<file path="src/rtl/pipelined_csa_adder.sv">
// Pipelined square-root carry-select adder with valid/ready handshake, clocked on the falling edge.
// Optional subtract mode is enabled by defining CSA_SUB_EN (adds the 'sub' port).
module pipelined_csa_adder #(
    parameter int WIDTH = 26,
    parameter int BLK0  = 2,
    parameter int PIPE  = 1
) (
    input  logic             clk,
    input  logic             reset,
    input  logic [WIDTH-1:0] a_input,
    input  logic [WIDTH-1:0] b_input,
    input  logic             c_in,
    input  logic             in_valid,
    output logic             in_ready,
    output logic [WIDTH:0]   sum_output,
    output logic             out_valid,
    input  logic             out_ready
`ifdef CSA_SUB_EN
    ,
    input  logic             sub
`endif
);

    // Block k starts at bit k*BLK0 + k*(k-1)/2 (sizes BLK0, BLK0+1, ...).
    function automatic int blk_lo(input int k);
        return (k * BLK0) + ((k * (k - 32'sd1)) / 32'sd2);
    endfunction

    function automatic int blk_of(input int bit_idx);
        int idx;
        idx = 32'sd0;
        for (int k = 0; k < WIDTH; k++) begin
            idx = (bit_idx >= blk_lo(k + 32'sd1)) ? (k + 32'sd1) : idx;
        end
        return idx;
    endfunction

    localparam int NBLK = blk_of(WIDTH - 32'sd1) + 32'sd1;
    localparam int NST  = PIPE + 2;

    function automatic int seg_bound(input int s);
        return (s * NBLK) / (PIPE + 32'sd1);
    endfunction

    // Carry-select over blocks [blo, bhi): each block ripples for carry 0 and 1, then
    // selects on the incoming block carry. Bits outside the range pass through from ps.
    function automatic logic [WIDTH:0] seg_add(
        input logic [WIDTH-1:0] a,
        input logic [WIDTH-1:0] b,
        input logic [WIDTH-1:0] ps,
        input logic             cin,
        input int               blo,
        input int               bhi
    );
        logic [WIDTH-1:0] res;
        logic cblk, c0, c1, s0, s1, blk_start, blk_end;
        int   bi;
        res  = ps;
        cblk = cin;
        c0   = 1'b0;
        c1   = 1'b1;
        for (int i = 0; i < WIDTH; i++) begin
            bi = blk_of(i);
            if ((bi >= blo) && (bi < bhi)) begin
                blk_start = (i == blk_lo(bi));
                blk_end   = (i == (blk_lo(bi + 32'sd1) - 32'sd1)) || (i == (WIDTH - 32'sd1));
                c0     = blk_start ? 1'b0 : c0;
                c1     = blk_start ? 1'b1 : c1;
                s0     = a[i] ^ b[i] ^ c0;
                s1     = a[i] ^ b[i] ^ c1;
                c0     = (a[i] & b[i]) | (a[i] & c0) | (b[i] & c0);
                c1     = (a[i] & b[i]) | (a[i] & c1) | (b[i] & c1);
                res[i] = cblk ? s1 : s0;
                cblk   = blk_end ? (cblk ? c1 : c0) : cblk;
            end else begin
                res[i] = res[i];
            end
        end
        return {cblk, res};
    endfunction

    logic             rdy_en_q, rdy_en_d;
    logic [NST-1:0]   v_q, v_d, en_s;
    logic [WIDTH-1:0] a_q [PIPE+1];
    logic [WIDTH-1:0] a_d [PIPE+1];
    logic [WIDTH-1:0] b_q [PIPE+1];
    logic [WIDTH-1:0] b_d [PIPE+1];
    logic [WIDTH-1:0] ps_q [PIPE+1];
    logic [WIDTH-1:0] ps_d [PIPE+1];
    logic [PIPE:0]    c_q, c_d;
    logic [WIDTH:0]   sum_q, sum_d;
    logic [WIDTH:0]   seg_s [PIPE+1];
    logic [WIDTH-1:0] b0_eff_s;
    logic             c0_eff_s;
    logic             ld0_s;
`ifdef CSA_SUB_EN
    logic             sub_q, sub_d;
`endif

    // Stage enables: a stage may load when it is empty or its successor loads this edge.
    always_comb begin
        logic en_t;
        en_t           = (~v_q[NST-1]) | out_ready;
        en_s           = {NST{1'b0}};
        en_s[NST-1]    = en_t;
        for (int k = NST - 2; k >= 0; k--) begin
            en_t    = (~v_q[k]) | en_t;
            en_s[k] = en_t;
        end
    end

    assign in_ready = rdy_en_q & en_s[0];

    // Operand conditioning for subtract, then the carry-select segment owned by each stage.
    always_comb begin
        b0_eff_s = b_q[0];
        c0_eff_s = c_q[0];
`ifdef CSA_SUB_EN
        if (sub_q) begin
            b0_eff_s = ~b_q[0];
            c0_eff_s = 1'b1;
        end else begin
            b0_eff_s = b_q[0];
            c0_eff_s = c_q[0];
        end
`endif
        for (int s = 0; s <= PIPE; s++) begin
            seg_s[s] = seg_add(a_q[s], (s == 0) ? b0_eff_s : b_q[s], ps_q[s],
                               (s == 0) ? c0_eff_s : c_q[s], seg_bound(s), seg_bound(s + 1));
        end
    end

    // Next-state for valid bits and stage payloads; payload only moves with a valid token.
    always_comb begin
        rdy_en_d = 1'b1;
        v_d      = v_q;
        a_d      = a_q;
        b_d      = b_q;
        ps_d     = ps_q;
        c_d      = c_q;
        sum_d    = sum_q;
        ps_d[0]  = {WIDTH{1'b0}};
        ld0_s    = en_s[0] & in_valid & rdy_en_q;
`ifdef CSA_SUB_EN
        sub_d    = sub_q;
`endif
        if (en_s[0]) begin
            v_d[0] = in_valid & rdy_en_q;
        end else begin
            v_d[0] = v_q[0];
        end
        if (ld0_s) begin
            a_d[0] = a_input;
            b_d[0] = b_input;
            c_d[0] = c_in;
`ifdef CSA_SUB_EN
            sub_d  = sub;
`endif
        end else begin
            a_d[0] = a_q[0];
        end
        for (int k = 1; k <= PIPE; k++) begin
            if (en_s[k]) begin
                v_d[k] = v_q[k-1];
            end else begin
                v_d[k] = v_q[k];
            end
            // Register the partial sum, pending carry and the operands still to be processed.
            if (en_s[k] & v_q[k-1]) begin
                a_d[k]  = a_q[k-1];
                b_d[k]  = (k == 1) ? b0_eff_s : b_q[k-1];
                ps_d[k] = seg_s[k-1][WIDTH-1:0];
                c_d[k]  = seg_s[k-1][WIDTH];
            end else begin
                a_d[k]  = a_q[k];
            end
        end
        if (en_s[NST-1]) begin
            v_d[NST-1] = v_q[PIPE];
        end else begin
            v_d[NST-1] = v_q[NST-1];
        end
        if (en_s[NST-1] & v_q[PIPE]) begin
            sum_d = seg_s[PIPE];
        end else begin
            sum_d = sum_q;
        end
    end

    // Falling-edge state registers with asynchronous active-low clear.
    always_ff @(negedge clk or negedge reset) begin
        if (!reset) begin
            rdy_en_q <= 1'b0;
            v_q      <= {NST{1'b0}};
            c_q      <= {(PIPE+1){1'b0}};
            sum_q    <= {(WIDTH+1){1'b0}};
`ifdef CSA_SUB_EN
            sub_q    <= 1'b0;
`endif
            for (int k = 0; k <= PIPE; k++) begin
                a_q[k]  <= {WIDTH{1'b0}};
                b_q[k]  <= {WIDTH{1'b0}};
                ps_q[k] <= {WIDTH{1'b0}};
            end
        end else begin
            rdy_en_q <= rdy_en_d;
            v_q      <= v_d;
            c_q      <= c_d;
            sum_q    <= sum_d;
`ifdef CSA_SUB_EN
            sub_q    <= sub_d;
`endif
            for (int k = 0; k <= PIPE; k++) begin
                a_q[k]  <= a_d[k];
                b_q[k]  <= b_d[k];
                ps_q[k] <= ps_d[k];
            end
        end
    end

    assign sum_output = sum_q;
    assign out_valid  = v_q[NST-1];

endmodule
</file>
<file path="config.mk">
export PLATFORM = sky130hd
export DESIGN_NAME = pipelined_csa_adder
export DESIGN_NICKNAME = d
export VERILOG_FILES = /design/src/rtl/pipelined_csa_adder.sv
export SDC_FILE = /design/constraint.sdc
export NUM_CORES = 1
export LEC_CHECK = 0
export CORE_ASPECT_RATIO = 0.5
export CORE_UTILIZATION = 50
export CTS_BUF_LIST = sky130_fd_sc_hd__clkbuf_16
export DETAILED_ROUTE_END_ITERATION = 12
export PLACE_DENSITY = 0.72
export SLEW_MARGIN = 0
export SYNTH_ARGS = -nofsm -noshare
export SYNTH_HDL_FRONTEND = slang
export SYNTH_SLANG_ARGS = --single-unit
export TNS_END_PERCENT = 10
</file>
<file path="constraint.sdc">
create_clock -name clk -period 3 [get_ports clk]
set_input_delay 0.3 -clock clk [delete_from_list [all_inputs] [get_ports clk]]
set_output_delay 0.3 -clock clk [all_outputs]
set_load 0.005 [all_outputs]
</file>
* After elaboration in Yosys (flattened, before gate mapping) *
Cells that the tools add are included.

word-level totals
  word-level logic and storage cells = 326
  input bits = 57
  register bits after elaboration = 146
  output and inout bits = 29

cells by class
  muxes and demuxes = 32
  bitwise operators = 282

operator list
  cell               count
  bitwise AND 1 bit  112
  OR 1 bit           95
  bitwise XOR 1 bit  66
  2-to-1 mux 1 bit   32
  inverter 1 bit     9

* Depth between registers and ports, before layout *
  word-level depth = 20
  gate-level depth with buffers = 10
  gate-level depth less buffers = 10

==> impl_metrics.json <==
{
  "gr-usage-all-layers_pct": 20.8,
  "worstMarginPinSlew_ns": 0.517,
  "synth_edf_count": 0,
  "synth_most_common_cell": "dfrtn_1",
  "grt_pass1_wl_um": 19700,
  "clkTransAtPathRegs_ns": 0.04,
  "drive_gt1_share_pct": 25.6,
  "synth_top_area_share_pct": 54.0,
  "crit_fanout": 2,
  "path_class": "flop to output port",
  "yosys_most_used_dff": "dfrtn_1",
  "min_from": "sum_output[19]$_DFFE_NN0P_",
  "power.leakage_nw": 3.64,
  "syn-cell-area_mm2": 0.00593,
  "postPlaceCellArea_mm2": 0.00713,
  "start_util_pct": 52.7,
  "drt_iter0_markers": 156,
  "clockRootBuffer": "clkbuf_16",
  "antenna_cells": 0,
  "die_x_um": 156,
  "dp_hpwl_um": 7650,
  "drt_wl_total_um": 12200,
  "startpoint_type": "flop",
  "antenna_found_initial": 0,
  "yosysWarnings": 0,
  "cts_hold_buf": 0,
  "synth_top_area_cell": "dfrtn_1",
  "power_density_mw_per_mm2": 847,
  "r2r_slack_ns": 0.06,
  "die_y_um": 79.0,
  "clk_latency_ns": 0.39,
  "synth_area_leaders": "dfrtn_1, mux2_2, ha_1",
  "holdPathStages": 2,
  "hold_class": "flop to flop",
  "fin_hold_ws_ns": 0.416,
  "setup-tns-final_ns": -0.0447,
  "drtPass1Iterations": 6,
  "synth-seq-cells": 128,
  "finalClockSkew_ns": 0.0129,
  "grt_overflow": 0,
  "rsz0062_at_grt": "yes",
  "wire_per_inst_um": 15.5,
  "critPathRequiredTime_ns": 2.70,
  "outcome": "complete, but fails checks",
  "hold_viol": 0,
  "place_ws_ns": -0.537,
  "arrival_ns": 2.74,
  "core_area_mm2": 0.0112,
  "grt_start_max_net_pins": 45,
  "power_w": 0.00664,
  "ys_types": 43,
  "clock_path_buffers": 2,
  "die_area_mm2": 0.0123,
  "critPathLaunch": "v_q[0]$_DFFE_NN0N_",
  "gp_congestion": 0.775,
  "synth_area_per_cell_um2": 11.9,
  "ys_seq_area_share_pct": 54.0,
  "cts_made_buffers": 17,
  "nNetsFinal": 705,
  "violations": "setup timing",
  "grt_pass1_vias": 4099,
  "netlist_instances": 500,
  "synth.net_count": 589,
  "vias": 4012,
  "slew_violations": 0,
  "finalWorstSetupSlack_ns": -0.0447,
  "max_slew_margin_pct": 65.5,
  "reg2reg_depth": 10,
  "r2r_start": "a_q[9]$_DFFE_NN0P_",
  "rows": 27,
  "viasPerCell": 5.10,
  "num-fill-cells": 840,
  "htreeDepth": 4,
  "synth_common_cells": "dfrtn_1, mux2_2, nand2_1, ha_1",
  "io_pins": 86,
  "async_reset_ff_share_pct": 100,
  "end_kind": "output port",
  "finalInstanceArea_mm2": 0.00784,
  "vdd_drop_max_v": 0.000336,
  "cap_violations": 0,
  "cts_tree": "yes",
  "antenna_left": 0,
  "area_delta_synth_final_pct": 32.3,
  "io_buffer_count": 85,
  "drc": 0,
  "clock-sinks": 128,
  "setup_viol": 1
}
routing by layer:
layer | share of wire, % | vias up | track usage (%) | wire [µm]
li1 | - | 1962 | - | -
met1 | 49 | 1990 | 27.2 | 5930
met2 | 48 | 51 | 34.2 | 5810
met3 | 2.6 | 9 | 4.09 | 317
met4 | 0.92 | 0 | 8.53 | 112
met5 | 0 | - | 0 | 0
cells by family after synthesis:
group	share of synthesized area (%)
and+or+nand+nor	9.99
DFF	54.0
muxes	16.9
AOI/OAI and AO/OA	7.24
buffers and inverters	2.09
adders and majority gates	6.76
xor gates and xnor gates	2.96
other	0.0633
flip-flops by register name (all words and copies together), names as in the netlist:
register and cells:
b_q 17, sum_output 27, v_q 3, c_q 2, ps_q 9, rdy_en_q 1
a_q 43, b0_eff_s 26
through the flow:
stage	utilization [%]	instances
2_1_floorplan	-	500
3_3_place_gp	63.4	748
3_5_place_dp	63.4	748
4_1_cts	68.3	780
5_1_grt	69.7	787
6_report	69.7	787
layout by cell type, fill, tap and decap left out, types with 3 or more instances in the layout:
cell type and instances:
dfrtn_1 128, mux2_2 87, nand2_1 61, clkdlybuf4s50_1 54, ha_1 32, dlygate4sd2_1 28
nor2_1 24, o21ai_0 24, clkbuf_16 20, inv_1 19, buf_4 17, a21oi_1 12
xnor2_1 10, xor2_1 10, or2_2 8, buf_12 7, nand2b_1 6, nor3_1 6
and2_1 5, nand3_1 5, o21a_1 4, clkinv_2 4, clkinvlp_4 4, o21ai_1 3
a31oi_1 3, o211ai_1 3, a21boi_0 3, bufinv_16 3
power breakdown:
| group | switching [W] | total, W | internal (W) |
|---|---|---|---|
| combinational | 0.000952 | 0.00204 | 0.00108 |
| clock | 0.000735 | 0.00202 | 0.00128 |
| sequential | 0.000328 | 0.00258 | 0.00226 |
worst max-delay path: stages, from the launching register on:
cell	delay, ns
dfrtn_1	0.41
nand4b_1	0.13
and2_4	0.21
clkbuf_2	0.11
path summary, 6_finish.rpt:
kind / end
max: in_ready
min: sum_output[19]$_DFFE_NN0P_
max reg2reg: sum_output[24]$_DFFE_NN0P_
min reg2reg: sum_output[19]$_DFFE_NN0P_
max in group asynchronous: a_q[49]$_DFFE_NN0P_
min in group asynchronous: b0_eff_s[6]$_DFFE_NN0P_
final cells by class:
type,count,area (µm²),share of cell area [%]
flip-flops and latches,128,3200,40.9
multi-input cells,339,2630,33.5
repair buffers,113,1170,14.9
clock buffers,17,425,5.43
well taps,159,199,2.54
clock inverters,14,151,1.93
inverters,17,63.8,0.814
what timing repair did:
| item | CTS | global route |
|---|---|---|
| gates resized for setup | 32 | 10 |
| buffers inserted | 1 | 1 |
| pin swaps | 2 | 2 |
| cloned | 0 | 6 |
| endpoints found under the setup margin | 83 | 61 |
(Power assumes the default switching activity.)
